`config.mk`:
```
export PLATFORM = sky130hd
export DESIGN_NAME = eh2_lsu_ecc_wb
export DESIGN_NICKNAME = d
export VERILOG_FILES = /design/src/rtl/eh2_pkg.sv /design/src/rtl/eh2_lsu_ecc_wb_rvecc_encode.sv /design/src/rtl/eh2_lsu_ecc_wb.sv
export SDC_FILE = /design/constraint.sdc
export NUM_CORES = 1
export LEC_CHECK = 0
export BUFFER_PORTS_ARGS = -buffer_cell sky130_fd_sc_hd__buf_2
export CAP_MARGIN = 20
export CORE_ASPECT_RATIO = 1.5
export CORE_MARGIN = 1.5
export CORE_UTILIZATION = 40
export CTS_BUF_LIST = sky130_fd_sc_hd__clkbuf_4
export CTS_CLUSTER_DIAMETER = 200
export DETAILED_ROUTE_END_ITERATION = 10
export GPL_ROUTABILITY_DRIVEN = 0
export PLACE_DENSITY = 0.62
export REMOVE_ABC_BUFFERS = 1
export SYNTH_ARGS = -nofsm -noshare
export SYNTH_HDL_FRONTEND = slang
export SYNTH_SLANG_ARGS = --single-unit
```
`constraint.sdc`:
```
create_clock -name clk -period 7.1 [get_ports clk]
set_clock_uncertainty 0.1 [all_clocks]
set_input_delay 0.71 -clock clk [delete_from_list [all_inputs] [get_ports clk]]
set_output_delay 0.71 -clock clk [all_outputs]
set_load 0.005 [all_outputs]
```
`src/rtl/eh2_pkg.sv`:
```
// Shared types for the LSU ECC write-back path: beat FSM states, correction queue entry and
// the Hamming column masks used by the DCCM ECC encoder.
package eh2_pkg;

   localparam int PKG_DCCM_BITS       = 16;
   localparam int PKG_DCCM_DATA_WIDTH = 32;
   localparam int PKG_DCCM_ECC_WIDTH  = 7;

   typedef enum logic [1:0] {
      IDLE  = 2'd0,
      WR_LO = 2'd1,
      WR_HI = 2'd2
   } wb_state_e;

   typedef struct packed {
      logic [PKG_DCCM_BITS-1:0]       addr_lo;
      logic [PKG_DCCM_BITS-1:0]       addr_hi;
      logic [PKG_DCCM_DATA_WIDTH-1:0] data_lo;
      logic [PKG_DCCM_DATA_WIDTH-1:0] data_hi;
      logic                           lo_en;
      logic                           hi_en;
   } wb_entry_t;

   // Data bits occupy the non-power-of-two codeword positions starting at 3; check bit b
   // covers every data bit whose codeword position has bit b set.
   function automatic logic [PKG_DCCM_DATA_WIDTH-1:0] hamming_mask(input int b);
      int p;
      hamming_mask = '0;
      p = 2;
      for (int d = 0; d < PKG_DCCM_DATA_WIDTH; d++) begin
         while ((p & (p - 1)) == 0) p = p + 1;
         hamming_mask[d] = (((p >> b) & 1) != 0);
         p = p + 1;
      end
   endfunction

endpackage

```
`src/rtl/eh2_lsu_ecc_wb_rvecc_encode.sv`:
```
// DCCM SEC-DED encoder: Hamming check bits plus an overall parity bit in the MSB.
// Purely combinational; identical encoding to the DCCM store path.
module rvecc_encode
   import eh2_pkg::*;
#(
   parameter int DW = PKG_DCCM_DATA_WIDTH,
   parameter int EW = PKG_DCCM_ECC_WIDTH
)(
   input  logic [DW-1:0] i_din,
   output logic [EW-1:0] o_ecc
);

   logic [EW-2:0] w_chk;

   for (genvar b = 0; b < EW - 1; b++) begin : g_chk
      localparam logic [DW-1:0] MASK = hamming_mask(b);
      assign w_chk[b] = ^(i_din & MASK);
   end

   assign o_ecc = {^{i_din, w_chk}, w_chk};

endmodule

```
`src/rtl/eh2_lsu_ecc_wb.sv`:
```
// Correction write-back queue: buffers SEC-corrected DCCM loads and rewrites each bank with fresh ECC.
// Push to first request takes 2 cycles, one beat per grant; pushes into a full queue are dropped and flag wb_overflow.
module eh2_lsu_ecc_wb
   import eh2_pkg::*;
#(
   parameter int DCCM_BITS       = PKG_DCCM_BITS,
   parameter int DCCM_DATA_WIDTH = PKG_DCCM_DATA_WIDTH,
   parameter int DCCM_ECC_WIDTH  = PKG_DCCM_ECC_WIDTH,
   parameter int DEPTH           = 4
)(
   input  logic                                      clk,
   input  logic                                      rst,
   input  logic                                      i_corr_valid,
   input  logic                                      i_corr_lo_en,
   input  logic                                      i_corr_hi_en,
   input  logic [DCCM_BITS-1:0]                      i_corr_addr_lo,
   input  logic [DCCM_BITS-1:0]                      i_corr_addr_hi,
   input  logic [DCCM_DATA_WIDTH-1:0]                i_corr_data_lo,
   input  logic [DCCM_DATA_WIDTH-1:0]                i_corr_data_hi,
   output logic                                      o_corr_ready,
   input  logic                                      i_ecc_disable,
   input  logic                                      i_flush,
   output logic                                      o_dccm_wr_req,
   input  logic                                      i_dccm_wr_gnt,
   output logic [DCCM_BITS-1:0]                      o_dccm_wr_addr,
   output logic [DCCM_DATA_WIDTH+DCCM_ECC_WIDTH-1:0] o_dccm_wr_data,
   output logic                                      o_wb_busy,
   output logic                                      o_wb_overflow
);

   localparam int          AW      = $clog2(DEPTH);
   localparam logic [AW:0] PTR_INC = (AW + 1)'(1);

   wb_entry_t                  r_q [DEPTH];
   logic [AW:0]                r_wptr;
   logic [AW:0]                r_rptr;
   wb_state_e                  r_state;
   logic                       r_wr_req;
   logic                       r_overflow;

   wb_state_e                  w_state_nxt;
   wb_entry_t                  w_new;
   wb_entry_t                  w_head;
   logic [AW:0]                w_count;
   logic                       w_full;
   logic                       w_empty;
   logic                       w_any_en;
   logic                       w_push;
   logic                       w_pop;
   logic [DCCM_BITS-1:0]       w_bank_addr;
   logic [DCCM_DATA_WIDTH-1:0] w_bank_data;
   logic [DCCM_ECC_WIDTH-1:0]  w_ecc;

   assign w_count  = r_wptr - r_rptr;
   assign w_full   = (r_wptr[AW] != r_rptr[AW]) && (r_wptr[AW-1:0] == r_rptr[AW-1:0]);
   assign w_empty  = (r_wptr == r_rptr);
   assign w_any_en = i_corr_lo_en | i_corr_hi_en;

   // Readiness comes only from the registered pointers, so a same-cycle pop never frees a slot early.
   assign w_push = i_corr_valid & ~w_full & ~i_flush & ~i_ecc_disable & w_any_en;

   assign w_new.addr_lo = i_corr_addr_lo;
   assign w_new.addr_hi = i_corr_addr_hi;
   assign w_new.data_lo = i_corr_data_lo;
   assign w_new.data_hi = i_corr_data_hi;
   assign w_new.lo_en   = i_corr_lo_en;
   assign w_new.hi_en   = i_corr_hi_en;

   assign w_head = r_q[r_rptr[AW-1:0]];

   always_ff @(posedge clk) begin
      if (w_push) begin
         r_q[r_wptr[AW-1:0]] <= w_new;
      end
   end

   always_comb begin
      w_state_nxt = r_state;
      w_pop       = 1'b0;
      case (r_state)
         IDLE: begin
            if (!w_empty) begin
               w_state_nxt = w_head.lo_en ? WR_LO : WR_HI;
            end
         end
         WR_LO: begin
            if (i_dccm_wr_gnt) begin
               if (w_head.hi_en) begin
                  w_state_nxt = WR_HI;
               end else begin
                  w_pop       = 1'b1;
                  w_state_nxt = IDLE;
               end
            end
         end
         WR_HI: begin
            if (i_dccm_wr_gnt) begin
               w_pop       = 1'b1;
               w_state_nxt = IDLE;
            end
         end
         default: w_state_nxt = IDLE;
      endcase
      // Flush wins over everything; a coincident grant is simply absorbed.
      if (i_flush) begin
         w_state_nxt = IDLE;
         w_pop       = 1'b0;
      end
   end

   always_ff @(posedge clk or posedge rst) begin
      if (rst) begin
         r_state    <= IDLE;
         r_wr_req   <= 1'b0;
         r_wptr     <= '0;
         r_rptr     <= '0;
         r_overflow <= 1'b0;
      end else begin
         r_state  <= w_state_nxt;
         r_wr_req <= (w_state_nxt != IDLE);
         if (i_flush) begin
            r_rptr <= r_wptr;
         end else if (w_pop) begin
            r_rptr <= r_rptr + PTR_INC;
         end
         if (w_push) begin
            r_wptr <= r_wptr + PTR_INC;
         end
         if (i_corr_valid && w_full && w_any_en) begin
            r_overflow <= 1'b1;
         end
      end
   end

   assign w_bank_addr = (r_state == WR_HI) ? w_head.addr_hi : w_head.addr_lo;
   assign w_bank_data = (r_state == WR_HI) ? w_head.data_hi : w_head.data_lo;

   rvecc_encode #(
      .DW (DCCM_DATA_WIDTH),
      .EW (DCCM_ECC_WIDTH)
   ) u_ecc (
      .i_din (w_bank_data),
      .o_ecc (w_ecc)
   );

   // Address/data are forced to zero outside a beat so unreset queue storage never leaks out.
   assign o_dccm_wr_req  = r_wr_req;
   assign o_dccm_wr_addr = r_wr_req ? w_bank_addr : '0;
   assign o_dccm_wr_data = r_wr_req ? {w_ecc, w_bank_data} : '0;
   assign o_corr_ready   = ~w_full;
   assign o_wb_busy      = (w_count != '0) | (r_state != IDLE);
   assign o_wb_overflow  = r_overflow;

endmodule

```
---- Word-level counts from Yosys, hierarchy flattened ----
Memory sizes are Yosys's and may differ from the RTL's.
Index checks and enable logic that the tools add are counted.
word-level totals
  output and inout port bits .............. 59
  memories kept ........................... 1
  bits in read-only memories .............. 0
  RAM bits ................................ 392
  bits in registers ....................... 10
  bits in latches ......................... 0
  logic and storage cells ................. 58
  input port bits ......................... 104
cells by class
  divide/modulo/power cells ............... 0
  magnitude comparators ................... 0
  add/subtract/negate cells ............... 3
  reductions and logical operators ........ 15
  shift-type cells ........................ 0
  multipliers ............................. 0
  bitwise operators ....................... 9
  mux-type cells .......................... 20
  equality and inequality tests ........... 5
memories
  name  words  bits a word  rd ports  clocked after memory_dff  wr ports  line                  RTL
  r_q   4      98           1         0                         1         eh2_lsu_ecc_wb.sv:34  wb_entry_t r_q [DEPTH];
operators with widths
  operator                                       count
  XOR reduction 32 bit                           6
  two-way mux 39 bit                             1
  XOR reduction 38 bit                           1
  two-way mux 16 bit                             2
  two-way mux 32 bit                             1
  two-way mux 2 bit                              6
  adder 3 x 1 -> 3 bit, second input constant    2
  two-way mux 1 bit                              6
  two-way mux 3 bit                              2
  one-hot mux 2 bit (3 select lines)             1
  nonzero test 2 bit                             3
  bitwise AND 1 bit                              4
  == test 3 bit                                  1
  logical AND 1 bit                              3
  NOT 1 bit                                      3
  nonzero test 3 bit                             1
  subtractor 3 bit                               1
  == test 2 x 1 -> 1 bit, second input constant  1
  == test 2 bit                                  1
  == test 2 bit, second input constant           1
  zero test 2 bit                                1
  OR 1 bit                                       2
  one-hot mux 1 bit (2 select lines)             1
  != test 1 bit                                  1

---- Depth between registers and ports, before layout ----
Gate-level depths: netlist (run 1).
  depth after elaboration ................. 9
  depth in mapped cells ................... 15
  depth with buffers taken out ............ 11

---- Modules after synthesis ----
Synthesis (run 1) repeated with hierarchy kept, for this count alone.
unflattened totals
  cell total of the unflattened synthesis .. 850
  area total of the unflattened synthesis .. 16363.2 µm²
modules (own cells, without submodules)
  module          cells each  seq. area each (µm²)  times used  area each (µm²)
  eh2_lsu_ecc_wb  789         12021.5               1           15733.8
  rvecc_encode    61          0.0                   1           629.4

---- Worst setup path before layout (run 1) ----
No wires, ideal clock.
  path kind ............................... reg-to-reg
  start ................................... reg r_rptr[1]
  end ..................................... mem r_q[3][0] in the netlist's numbering (enable)
  period minus slack after synthesis ...... 4.998 ns
  data arrival time ....................... 4.428 ns
  setup time .............................. 0.469 ns
  setup slack ............................. 2.102 ns
  required time ........................... 6.531 ns
  buffers on the path ..................... 2
  cell stages (with the launch flop) ...... 8
  cells stage by stage .................... dfrtp_1 buf_2 inv_2 buf_2 ha_1 nand3_1 nor4b_1 and2_1
between the ends
  word-level cells in the longest chain between the ends .. 9
RTL lines
  element                                  line                   RTL
  start: declaration                       eh2_lsu_ecc_wb.sv:36   logic [AW:0] r_rptr;
  start signal: assignment                 eh2_lsu_ecc_wb.sv:122  r_rptr <= r_wptr;
  start signal: assignment                 eh2_lsu_ecc_wb.sv:124  r_rptr <= r_rptr + PTR_INC;
  == test 2 bit                            eh2_lsu_ecc_wb.sv:55   assign w_full = (r_wptr[AW] != r_rptr[AW]) && (r_wptr[AW-1:0] == r_rptr[AW-1:0]);
  logical AND 1 bit                        eh2_lsu_ecc_wb.sv:55
  NOT 1 bit                                -
  net o_corr_ready                         eh2_lsu_ecc_wb.sv:20   output logic o_corr_ready,
  bitwise AND 1 bit (4 in series)          eh2_lsu_ecc_wb.sv:60   assign w_push = i_corr_valid & ~w_full & ~i_flush & ~i_ecc_disable & w_any_en;
  two-way mux 1 bit                        eh2_lsu_ecc_wb.sv:72   if (w_push) begin
  two-way mux 1 bit (implied by the code)  eh2_lsu_ecc_wb.sv:73   r_q[r_wptr[AW-1:0]] <= w_new;
  end: declaration                         eh2_lsu_ecc_wb.sv:34
The timed path passes the listed nets, and every way through them passes these cells.

---- Worst setup path after layout (run 1) ----
  start ................................... reg r_state[0]
  end ..................................... out o_dccm_wr_data[38]
between the ends
  word-level cells in the longest chain between the ends .. 5
  elaborated cells between the ends (all ways) .. 10
  classes of those cells .................. eq/ne (1); mux (2); reduce/logical (7)
RTL lines
  element                   line                               RTL
  start: declaration        eh2_lsu_ecc_wb.sv:37               wb_state_e r_state;
  start signal: assignment  eh2_lsu_ecc_wb.sv:119              r_state <= w_state_nxt;
  == test 2 bit (*)         eh2_lsu_ecc_wb.sv:136              assign w_bank_data = (r_state == WR_HI) ? w_head.data_hi : w_head.data_lo;
  two-way mux 32 bit (*)    eh2_lsu_ecc_wb.sv:136
  XOR reduction 32 bit      eh2_lsu_ecc_wb_rvecc_encode.sv:17  assign w_chk[b] = ^(i_din & MASK);
  XOR reduction 38 bit (*)  eh2_lsu_ecc_wb_rvecc_encode.sv:20  assign o_ecc = {^{i_din, w_chk}, w_chk};
  two-way mux 39 bit (*)    eh2_lsu_ecc_wb.sv:149              assign o_dccm_wr_data = r_wr_req ? {w_ecc, w_bank_data} : '0;
  end: declaration          eh2_lsu_ecc_wb.sv:26               output logic [DCCM_DATA_WIDTH+DCCM_ECC_WIDTH-1:0] o_dccm_wr_data,
Mark *: on every way between the ends. The rest lies on a longest branch, timed or not.

==> results of run 1 <==
[state kept, by name, summed over array words and instances, names as in the netlist]
name	count
r_rptr	3
o_dccm_wr_req	1
r_q	392
o_wb_overflow	1
r_wptr	3
r_state	2
[cell usage in the layout (no fill, tap or decap), types with 3 or more instances in the layout]
cell,n
xnor3_1,3
dfrtp_1,8
buf_12,5
o21ai_0,5
xnor2_1,42
mux4_2,97
clkinv_2,3
edfxtp_1,392
nor2_1,53
mux2i_2,3
diode_2,5
and2_4,4
nand2_1,7
inv_2,5
xnor2_2,3
mux2i_1,41
clkinv_1,24
xor2_1,16
inv_1,6
mux2i_4,3
clkbuf_4,125
buf_2,162
buf_4,8
ha_1,10
and2_1,6
dlygate4sd3_1,50
[final timing paths]
path	to	depth (start not counted)	slack, ns	from
min in group asynchronous	o_dccm_wr_req$_DFF_PP0_	3	0.36	rst
max	o_dccm_wr_data[38]	13	1.09	r_state[0]$_DFF_PP0_
min	r_q[3][62]$_DFFE_PP_	1	0.07	i_corr_data_lo[28]
max in group asynchronous	r_rptr[0]$_DFFE_PP0P_	3	6.20	rst
min reg2reg	o_wb_overflow$_DFFE_PP0P_	1	0.38	o_wb_overflow$_DFFE_PP0P_
max reg2reg	r_q[0][39]$_DFFE_PP_	7	3.10	r_rptr[1]$_DFFE_PP0P_
[cells in the mapped netlist, types with 4 or more instances]
cell / count
dfrtp_1: 10
mux2i_1: 41
o21ai_0: 5
buf_1: 4
mux4_2: 97
inv_1: 7
ha_1: 11
buf_12: 4
and2_1: 10
xnor2_1: 42
buf_2: 11
nand2_1: 7
clkbuf_1: 10
nor2_1: 53
xor2_1: 16
edfxtp_1: 392
[cell families (layout without fill, tap and decap cells)]
kind of cell,after synthesis,count (layout),synth area share (%)
DFF,402,402,73.9
adders and majority gates,11,11,0.846
other,0,5,0
and+or+nand+nor,78,78,2.07
xor gates and xnor gates,67,67,4.19
AOI/OAI and AO/OA,12,12,0.462
buffers and inverters,41,390,1.57
muxes,147,147,16.9
[layout make-up]
class                           count  area [µm²]
Antenna cell                        5        12.5
Clock buffer                      125         938
Clock inverter                     32         155
Fill cell                        3365       20900
Inverter                            8        30.0
Multi-Input combinational cell    315        4010
Sequential cell                   402       12000
Tap cell                          506         633
Timing Repair Buffer              225        1470
[critical path: stages (launching register included)]
cell     delay (ns)
dfrtp_1        0.40
inv_1          0.14
ha_4           0.74
buf_4          0.50
mux4_2         0.37
mux2i_2        0.30
xor2_2         0.15
xnor2_1        0.34
xnor2_1        0.21
xor3_1         0.30
xnor3_1        0.39
xnor3_1        0.24
and2_1         0.17
buf_2          0.12
[metal layers]
| layer | up-vias | part of all wire, % | global-route usage, % |
|---|---|---|---|
| met5 | - | 0.10 | 0 |
| met4 | 6 | 2.2 | 6.54 |
| met3 | 55 | 5.7 | 4.39 |
| met2 | 242 | 53 | 29.3 |
| met1 | 4128 | 39 | 19.6 |
| li1 | 3701 | - | - |
[through the flow]
step	total power [mW]	cell area, µm²	worst slack (ns)
3_5_place_dp	7.37	17700	1.86
2_1_floorplan	6.31	16000	-1.08
4_1_cts	9.12	19300	0.948
5_1_grt	9.48	19300	0.718
6_report	8.98	19300	1.09
3_3_place_gp	7.27	17700	1.89
[timing repair]
item | in CTS | in global routing
hold endpoints to repair | 180 | 0
setup buffers | 0 | 0
hold buffers | 50 | 0
[power by group through the flow]
stage / Sequential (mW) / Combinational [mW] / Clock, mW
final: 2.90 / 4.37 / 1.70
after floorplan: 2.99 / 3.32 / 0
after global placement: 2.95 / 4.32 / 0
after global routing: 2.92 / 4.68 / 1.87
after CTS: 2.91 / 4.45 / 1.77
after detailed placement: 2.96 / 4.41 / 0
==> flow_metrics.py, run 1 <==
metrics = {
    "clock_network": {
        "cts_resized": 0,
        "cts.sinks": 402,
        "cts_tree": "built",
        "clockRootBuffer": "clkbuf_4",
        "numCtsBuffers": 90,
        "clk_latency_ns": 0.78,
        "h-tree-depth": 3,
        "max-clock-path-buffers": 3,
        "clk_pin_slew_ns": 0.08,
    },
    "layout": {
        "drive_above_1_share_pct": 38.7,
        "area_growth_pct": 18.5,
        "instances_no_fill": 1618,
        "postLayoutCoreUtil_pct": 47.9,
        "nets": 1157,
    },
    "critical_path": {
        "cp.required_ns": 6.29,
        "crit_arrival_ns": 5.20,
        "crit_type": "reg2out",
        "start_kind": "register",
        "critPathCaptureType": "output port",
        "critical_path.max_fanout": 48,
    },
    "timing": {
        "fin_crit_ns": 6.01,
        "timing.hold.ws_ns": 0.0745,
        "fmaxAchievable_mhz": 166,
        "final_hold_viol_count": 0,
        "setup_viol": 0,
        "rsz0062_at_grt": "no",
        "slew_violations": 0,
        "relSlewSlack_pct": 33.4,
        "worst_pin_slew_ns": 0.999,
        "fin_crit_sh_pct": 84.6,
        "tns_ns": 0,
    },
    "power_and_ir_drop": {
        "power_frac_comb_pct": 48.7,
        "internal_power_mw": 5.97,
        "vdd_drop_max_mv": 1.11,
        "p_sw_share_pct": 33.4,
        "power_frac_seq_pct": 32.3,
        "clockPowerShare_pct": 19.0,
        "p_leak_nw": 6.64,
        "p_switching_mw": 3.00,
        "powerDensity_nw_per_um2": 466,
    },
    "detailed_routing": {
        "drc": 0,
        "wl_um": 34100,
        "dr.first_iter.drc_count": 393,
        "wire_per_inst_um": 21.1,
        "ant_nets": 0,
        "detail_route.first_pass.iterations": 4,
        "via_count": 8132,
        "via_per_inst": 5.03,
    },
    "logic_synthesis": {
        "avgSynthCellArea_um2": 21.5,
        "synth_edf_count": 392,
        "synth-seq-area-share_pct": 73.9,
        "synth_area_leaders": "edfxtp_1 (72%), mux4_2 (13%), mux2i_1 (2.5%)",
        "synth_top_area_share_pct": 72.4,
        "async_reset_ff_share_pct": 2.49,
        "yosysWarnings": 0,
        "synth_seq_cells": 402,
        "synthCells": 758,
        "synth_top_area_cell": "edfxtp_1",
        "syn_area_um2": 16300,
        "synth_cell_types": 39,
        "synth_flop_cell": "edfxtp_1",
    },
    "floorplanning": {
        "initial_core_util_pct": 40.4,
        "core_um2": 40200,
        "die_h_um": 250,
        "dieArea_um2": 41900,
        "die_x_um": 168,
        "io_pins": 163,
        "rows": 90,
    },
    "outcome": {
        "status": "finished, final reports clean",
    },
    "run": {
        "maxCapViolations": 0,
    },
    "placement": {
        "io_buffers": 162,
        "dp_hpwl_um": 21200,
        "dp_cells": 1406,
    },
    "global_route": {
        "grt_pass1_vias": 8860,
        "grt_pass1_wl_um": 51700,
        "grt-ovfl-total": 0,
        "antenna_found_initial": 7,
        "grt_use_total_pct": 16.7,
        "grt_max_degree": 60,
    },
    "worst_hold_path": {
        "worstHoldPathType": "in2reg",
    },
}
No activity file was read; power rests on OpenSTA's default activity.
==> inputs of run 2 (changes only) <==
--- a/config.mk
+++ b/config.mk
@@ -5,6 +5,7 @@
 export SDC_FILE = /design/constraint.sdc
 export NUM_CORES = 1
 export LEC_CHECK = 0
+export ABC_AREA = 1
 export BUFFER_PORTS_ARGS = -buffer_cell sky130_fd_sc_hd__buf_2
 export CAP_MARGIN = 20
 export CORE_ASPECT_RATIO = 1.5
@@ -14,7 +15,7 @@
 export CTS_CLUSTER_DIAMETER = 200
 export DETAILED_ROUTE_END_ITERATION = 10
 export GPL_ROUTABILITY_DRIVEN = 0
-export PLACE_DENSITY = 0.62
+export PLACE_DENSITY = 0.63
 export REMOVE_ABC_BUFFERS = 1
 export SYNTH_ARGS = -nofsm -noshare
 export SYNTH_HDL_FRONTEND = slang
==> constraint.sdc (replaced) <==
create_clock -name clk -period 5.4 [get_ports clk]
set_clock_uncertainty 0.1 [all_clocks]
set_input_delay 0.54 -clock clk [delete_from_list [all_inputs] [get_ports clk]]
set_output_delay 0.54 -clock clk [all_outputs]
set_load 0.005 [all_outputs]
==> flow_metrics.py, run 2 <==
metrics = {
    "power_and_ir_drop": {
        "vdd_drop_max_mv": 0.302,
        "powerDensity_nw_per_um2": 547,
        "total_power_mw": 12.3,
        "p_leak_nw": 9.57,
    },
    "detailed_routing": {
        "wire_per_inst_um": 16.1,
        "maxUsedRoutingLayer": "met5",
        "dr.first_iter.drc_count": 811,
        "via_per_inst": 4.91,
        "detail_route.first_pass.iterations": 5,
        "ant_nets": 0,
        "wl_met3_um": 2340,
        "via_count": 14196,
        "m1WireLength_um": 18100,
        "drc": 0,
        "wl_um": 46400,
        "dr_wl_met2_um": 24400,
    },
    "logic_synthesis": {
        "synth_flop_cell": "edfxtp_1",
        "syn_area_um2": 18700,
        "yosys.area_share.adder_pct": 0.737,
        "avgSynthCellArea_um2": 9.65,
        "synthCells": 1934,
        "synth_top_area_share_pct": 63.1,
        "synth_top_family_by_area": "simple AND/OR/NAND/NOR gates",
        "yosys-top-cells-count": "nand2_1 (630), edfxtp_1 (392), nor2_1 (233)",
        "async_reset_ff_share_pct": 2.49,
        "synth_edf_count": 392,
        "synth-seq-area-share_pct": 64.4,
        "synth-compound-area-share_pct": 5.33,
        "muxShareOfSynthArea_pct": 0,
        "yosysMostFrequentCell": "nand2_1",
        "synthXorXnorAreaFrac_pct": 1.32,
        "yosysWarnings": 0,
        "synth_cell_types": 33,
        "synth_simple_gate_area_share_pct": 22.1,
        "synth_seq_cells": 402,
        "synth_top_area_cell": "edfxtp_1",
        "synth_area_leaders": "edfxtp_1 (63%), nand2_1 (13%), nor2_1 (4.7%)",
    },
    "critical_path": {
        "critPathCaptureType": "output port",
        "crit_arrival_ns": 4.36,
        "path_common_cell": "nand2_1",
        "cp.required_ns": 4.76,
        "start_kind": "register",
        "cpPeakStageDelay_ns": 0.66,
        "critical_path.max_fanout": 74,
        "critPathSlowestCell": "dfrtp_4",
        "crit_chain": "inv_6 -> buf_12 -> nand2_1 -> nand3_1 -> nand2_1 -> o21ai_1 -> nand2_1 -> nand2_1 -> nand2_1 -> nand2_1 -> nand2_1 -> nand2_1 -> nand2_1 -> nand2_1 -> nand2_1 -> nand2_1 -> nand2_1 -> nand3_1 -> nand2_1 -> nand2_1 -> nand2_1 -> nor2_1 -> buf_2",
        "crit_type": "reg2out",
    },
    "placement": {
        "dp_hpwl_um": 28700,
        "dp_cells": 2623,
        "io_buffers": 162,
    },
    "timing": {
        "rsz0062_at_grt": "no",
        "worst_pin_slew_ns": 1.07,
        "final_hold_viol_count": 0,
        "fmaxAchievable_mhz": 200,
        "fin_crit_ns": 5.00,
        "fin_crit_sh_pct": 92.6,
        "setup_viol": 0,
        "relSlewSlack_pct": 28.4,
        "slew_violations": 0,
    },
    "layout": {
        "n_fill_cell": 4244,
        "drive_above_1_share_pct": 15.5,
        "postLayoutCoreUtil_pct": 48.8,
        "instances_no_fill": 2891,
        "layout_common_cells": "nand2_1 (630), edfxtp_1 (392), nor2_1 (229), inv_1 (182)",
        "area_growth_pct": 20.0,
        "nets": 2341,
        "largest_reg_flops": 392,
        "final_common_cell": "nand2_1",
        "ff_latch_area_um2": 12000,
        "multi_input_area_um2": 5540,
    },
    "floorplanning": {
        "dieArea_um2": 48000,
        "die_h_um": 268,
        "io_pins": 163,
        "initial_core_util_pct": 40.7,
        "rows": 96,
        "die_x_um": 179,
        "core_um2": 45900,
    },
    "global_route": {
        "grt_pass1_vias": 14216,
        "grt_pass1_wl_um": 72100,
        "antenna_found_initial": 8,
        "grt_use_total_pct": 19.7,
        "grt_max_degree": 134,
        "grt-ovfl-total": 0,
    },
    "clock_network": {
        "max-clock-path-buffers": 3,
        "clockRootBuffer": "clkbuf_4",
        "h-tree-depth": 3,
        "cts.sinks": 402,
        "clk_latency_ns": 0.78,
        "postCtsSetupBuffers": 0,
        "numCtsBuffers": 88,
        "clk_pin_slew_ns": 0.07,
        "cts_tree": "built",
    },
    "run": {
        "maxCapViolations": 0,
    },
    "outcome": {
        "status": "finished, final reports clean",
    },
    "worst_hold_path": {
        "worstHoldPathType": "in2reg",
    },
}
## run 2: layout make-up
type,instances,share of cell area [%]
multi-input combinational,1257,24.7
sequential,402,53.7
clock buffer,125,4.19
timing repair buffer,288,9.56
clock inverter,35,1.23
antenna,7,0.0782
tap,588,3.28
inverter,189,3.20
## run 2: per-stage QoR
step	hold WS [ns]	setup slack (ns)	setup TNS [ns]	instance area, µm²
finish	0.111	0.397	0	22400
global route	0.133	0.0434	0	22400
CTS	0.0487	0.221	0	22400
detailed placement	0.362	1.12	0	20100
global placement	0.363	1.21	0	20100
floorplan	0.280	-3.67	-1531.71	18200
## run 2: power by group
part,total (mW),switching [mW],internal [mW]
Combinational,6.10,4.11,1.99
Clock,2.46,1.15,1.32
Sequential,3.69,0.0883,3.60
## run 2: path summary, 6_finish.rpt
path	startpoint	endpoint	slack, ns	cells after the start
min in group asynchronous	rst	r_wptr[2]$_DFFE_PP0P_	0.19	3
worst max-delay path	r_rptr[0]$_DFFE_PP0P_	o_dccm_wr_data[38]	0.40	23
worst min register to register	o_wb_overflow$_DFFE_PP0P_	o_wb_overflow$_DFFE_PP0P_	0.38	1
worst min-delay path	i_dccm_wr_gnt	r_state[0]$_DFF_PP0_	0.11	5
worst max register to register	r_rptr[1]$_DFFE_PP0P_	r_q[1][3]$_DFFE_PP_	1.46	10
max in group asynchronous	rst	r_rptr[1]$_DFFE_PP0P_	4.66	3
## run 2: logic make-up (layout without fill, tap and decap cells)
logic type,count (synthesis),after routing
buf+inv,275,637
flops,402,402
simple gates,1038,1038
fa+ha+maj,11,11
xor+xnor,23,23
other cells,0,7
compound gates,185,185
## run 2: metal layers
metal / vias up / GRT usage, %
li1: 7033 / -
met1: 6705 / 22.1
met2: 354 / 35.2
met3: 100 / 3.75
met4: 4 / 9.65
met5: - / 0
## run 2: critical path, delay by kind of cell (launching register included)
family | cells | cell delay (ns)
AO/OA/AOI/OAI | 1 | 0.24
buffers and inverters | 3 | 0.88
AND/OR/NAND/NOR | 19 | 1.73
flip-flops | 1 | 0.66
## run 2: repair_timing
item	CTS	global route
resized for setup	0	1
endpoints found under the hold margin	407	0
endpoints found under the setup margin	0	1
hold buffers	101	0
==> inputs of run 3 (changes only) <==
--- a/config.mk
+++ b/config.mk
@@ -5,7 +5,6 @@
 export SDC_FILE = /design/constraint.sdc
 export NUM_CORES = 1
 export LEC_CHECK = 0
-export ABC_AREA = 1
 export BUFFER_PORTS_ARGS = -buffer_cell sky130_fd_sc_hd__buf_2
 export CAP_MARGIN = 20
 export CORE_ASPECT_RATIO = 1.5
@@ -15,7 +14,7 @@
 export CTS_CLUSTER_DIAMETER = 200
 export DETAILED_ROUTE_END_ITERATION = 10
 export GPL_ROUTABILITY_DRIVEN = 0
-export PLACE_DENSITY = 0.63
+export PLACE_DENSITY = 0.64
 export REMOVE_ABC_BUFFERS = 1
 export SYNTH_ARGS = -nofsm -noshare
 export SYNTH_HDL_FRONTEND = slang
==> flow_metrics.py, run 3 (synthesis results as in run 1) <==
metrics = {
    "critical_path": {
        "r2r-start": "r_rptr[1]$_DFFE_PP0P_",
        "start_kind": "register",
        "crit_start": "r_rptr[0]$_DFFE_PP0P_",
        "crit_arrival_ns": 4.54,
        "crit_type": "reg2out",
        "r2r-end": "r_q[2][74]$_DFFE_PP_",
        "rrSetupSlack_ns": 1.68,
        "critical_path.max_fanout": 33,
        "critPathCaptureType": "output port",
        "r2r_cells": 8,
        "cp.required_ns": 4.76,
    },
    "global_route": {
        "antenna_found_initial": 4,
        "grt-ovfl-total": 0,
        "grt_pass1_vias": 9233,
        "grt_pass1_wl_um": 53100,
        "grt_use_total_pct": 17.2,
        "grt_max_degree": 42,
    },
    "timing": {
        "rsz0062_at_grt": "no",
        "fin_crit_sh_pct": 95.9,
        "timing.hold.ws_ns": 0.0883,
        "final_hold_viol_count": 0,
        "relSlewSlack_pct": 54.0,
        "fin_crit_ns": 5.18,
        "worst_slack_ns": 0.221,
        "setup_viol": 0,
        "worst_pin_slew_ns": 0.690,
        "fmaxAchievable_mhz": 193,
        "tns_ns": 0,
        "slew_violations": 0,
    },
    "floorplanning": {
        "core_um2": 40200,
        "io_pins": 163,
        "die_x_um": 168,
        "die_h_um": 250,
        "dieArea_um2": 41900,
        "initial_core_util_pct": 40.4,
        "rows": 90,
    },
    "clock_network": {
        "max-clock-path-buffers": 3,
        "cts.sinks": 402,
        "numCtsBuffers": 94,
        "cts_tree": "built",
        "clockRootBuffer": "clkbuf_4",
        "h-tree-depth": 3,
        "clk_latency_ns": 0.79,
        "clk_pin_slew_ns": 0.07,
    },
    "power_and_ir_drop": {
        "powerDensity_nw_per_um2": 603,
        "p_switching_mw": 4.08,
        "p_sw_share_pct": 33.5,
        "power_frac_seq_pct": 30.4,
        "vdd_drop_max_mv": 0.962,
        "p_leak_nw": 7.02,
        "internal_power_mw": 8.07,
        "clockPowerShare_pct": 19.7,
        "power_frac_comb_pct": 49.9,
    },
    "detailed_routing": {
        "wl_um": 35000,
        "drc": 0,
        "via_per_inst": 4.97,
        "detail_route.first_pass.iterations": 6,
        "wire_per_inst_um": 20.6,
        "ant_nets": 0,
        "dr.first_iter.drc_count": 491,
        "via_count": 8412,
    },
    "layout": {
        "drive_above_1_share_pct": 39.8,
        "layout_common_cells": "edfxtp_1 (392), buf_2 (162), clkbuf_4 (133), dlygate4sd3_1 (101), mux4_2 (97)",
        "final_common_cell": "edfxtp_1",
        "largest_reg_flops": 392,
        "postLayoutCoreUtil_pct": 50.1,
        "nets": 1229,
        "area_growth_pct": 23.9,
    },
    "worst_hold_path": {
        "hold-path-cell-count": 4,
        "hold_end": "r_wptr[0]$_DFFE_PP0P_",
        "worstHoldPathType": "in2reg",
        "hold_start": "i_ecc_disable",
    },
    "placement": {
        "io_buffers": 162,
        "dp_hpwl_um": 22100,
        "dp_slack_ns": 0.482,
    },
    "outcome": {
        "status": "finished, final reports clean",
    },
    "run": {
        "maxCapViolations": 0,
    },
}
## run 3: cell count changes in the layout (fill, tap and decap cells not counted), moves of 8 or more
cell,change
mux2i_1,+32
nand2_1,-623
o21ai_0,-101
nor2_1,-176
nand2_2,-9
a31oi_1,-16
clkbuf_4,+8
o21ai_1,-31
nand3_1,-161
mux4_2,+97
inv_1,-176
mux2i_2,+12
o22ai_1,-17
xnor2_1,+34
## run 3: final cells by class
class,count,area (µm²)
Antenna cell,3,7.51
Inverter,8,30.0
Fill cell,3294,20100
Tap cell,506,633
Timing Repair Buffer,293,2170
Sequential cell,402,12000
Clock buffer,133,998
Multi-Input combinational cell,315,4080
Clock inverter,33,194
## run 3: power groups by stage
stage                     logic, mW  clock network [mW]  registers (mW)
after CTS                      5.97                2.48            3.70
final                          6.06                2.39            3.70
after global placement         5.69                   0            3.79
after detailed placement       5.81                   0            3.79
after floorplan                4.37                   0            3.93
after global routing           6.43                2.63            3.71
## run 3: through the flow
| step | area (µm²) | instances | power [mW] |
|---|---|---|---|
| 2_1_floorplan | 16000 | 725 | 8.30 |
| 3_3_place_gp | 17800 | 1419 | 9.48 |
| 3_5_place_dp | 17800 | 1419 | 9.61 |
| 4_1_cts | 20000 | 1690 | 12.1 |
| 5_1_grt | 20100 | 1693 | 12.8 |
| 6_report | 20100 | 1693 | 12.2 |
## run 3: worst max-delay path, stage by stage, from the launching register on
cell,delay (ns)
dfrtp_4,0.45
buf_16,0.26
mux4_1,0.60
mux2i_2,0.30
xor2_2,0.27
xnor2_2,0.13
xnor2_1,0.27
xor3_1,0.51
xnor3_1,0.40
xnor3_1,0.24
and2_1,0.17
buf_2,0.12
## run 3: routing by layer
layer	wire length, µm	part of all wire, %	GRT usage (%)	up-vias
met1	13700	39	19.9	4305
li1	-	-	-	3831
met4	511	1.5	5.79	2
met5	10	0.029	0	-
met2	19000	54	30.8	233
met3	1720	4.9	4.38	41
## run 3: worst max path at each step
stage | end | depth (start not counted)
final | o_dccm_wr_data[38] | 11
after global routing | o_dccm_wr_data[38] | 11
after global placement | o_dccm_wr_data[38] | 14
after CTS | o_dccm_wr_data[38] | 11
after detailed placement | o_dccm_wr_data[38] | 14
after floorplan | r_q[3][0]$_DFFE_PP_ | 4
## run 3: timing repair
item                                   in CTS  in global routing
buffers inserted                            4                  0
resized for setup                           5                 17
pin swaps                                   0                  2
endpoints found under the hold margin     407                  0
setup endpoints to repair                   1                  1
hold buffers                              101                  0
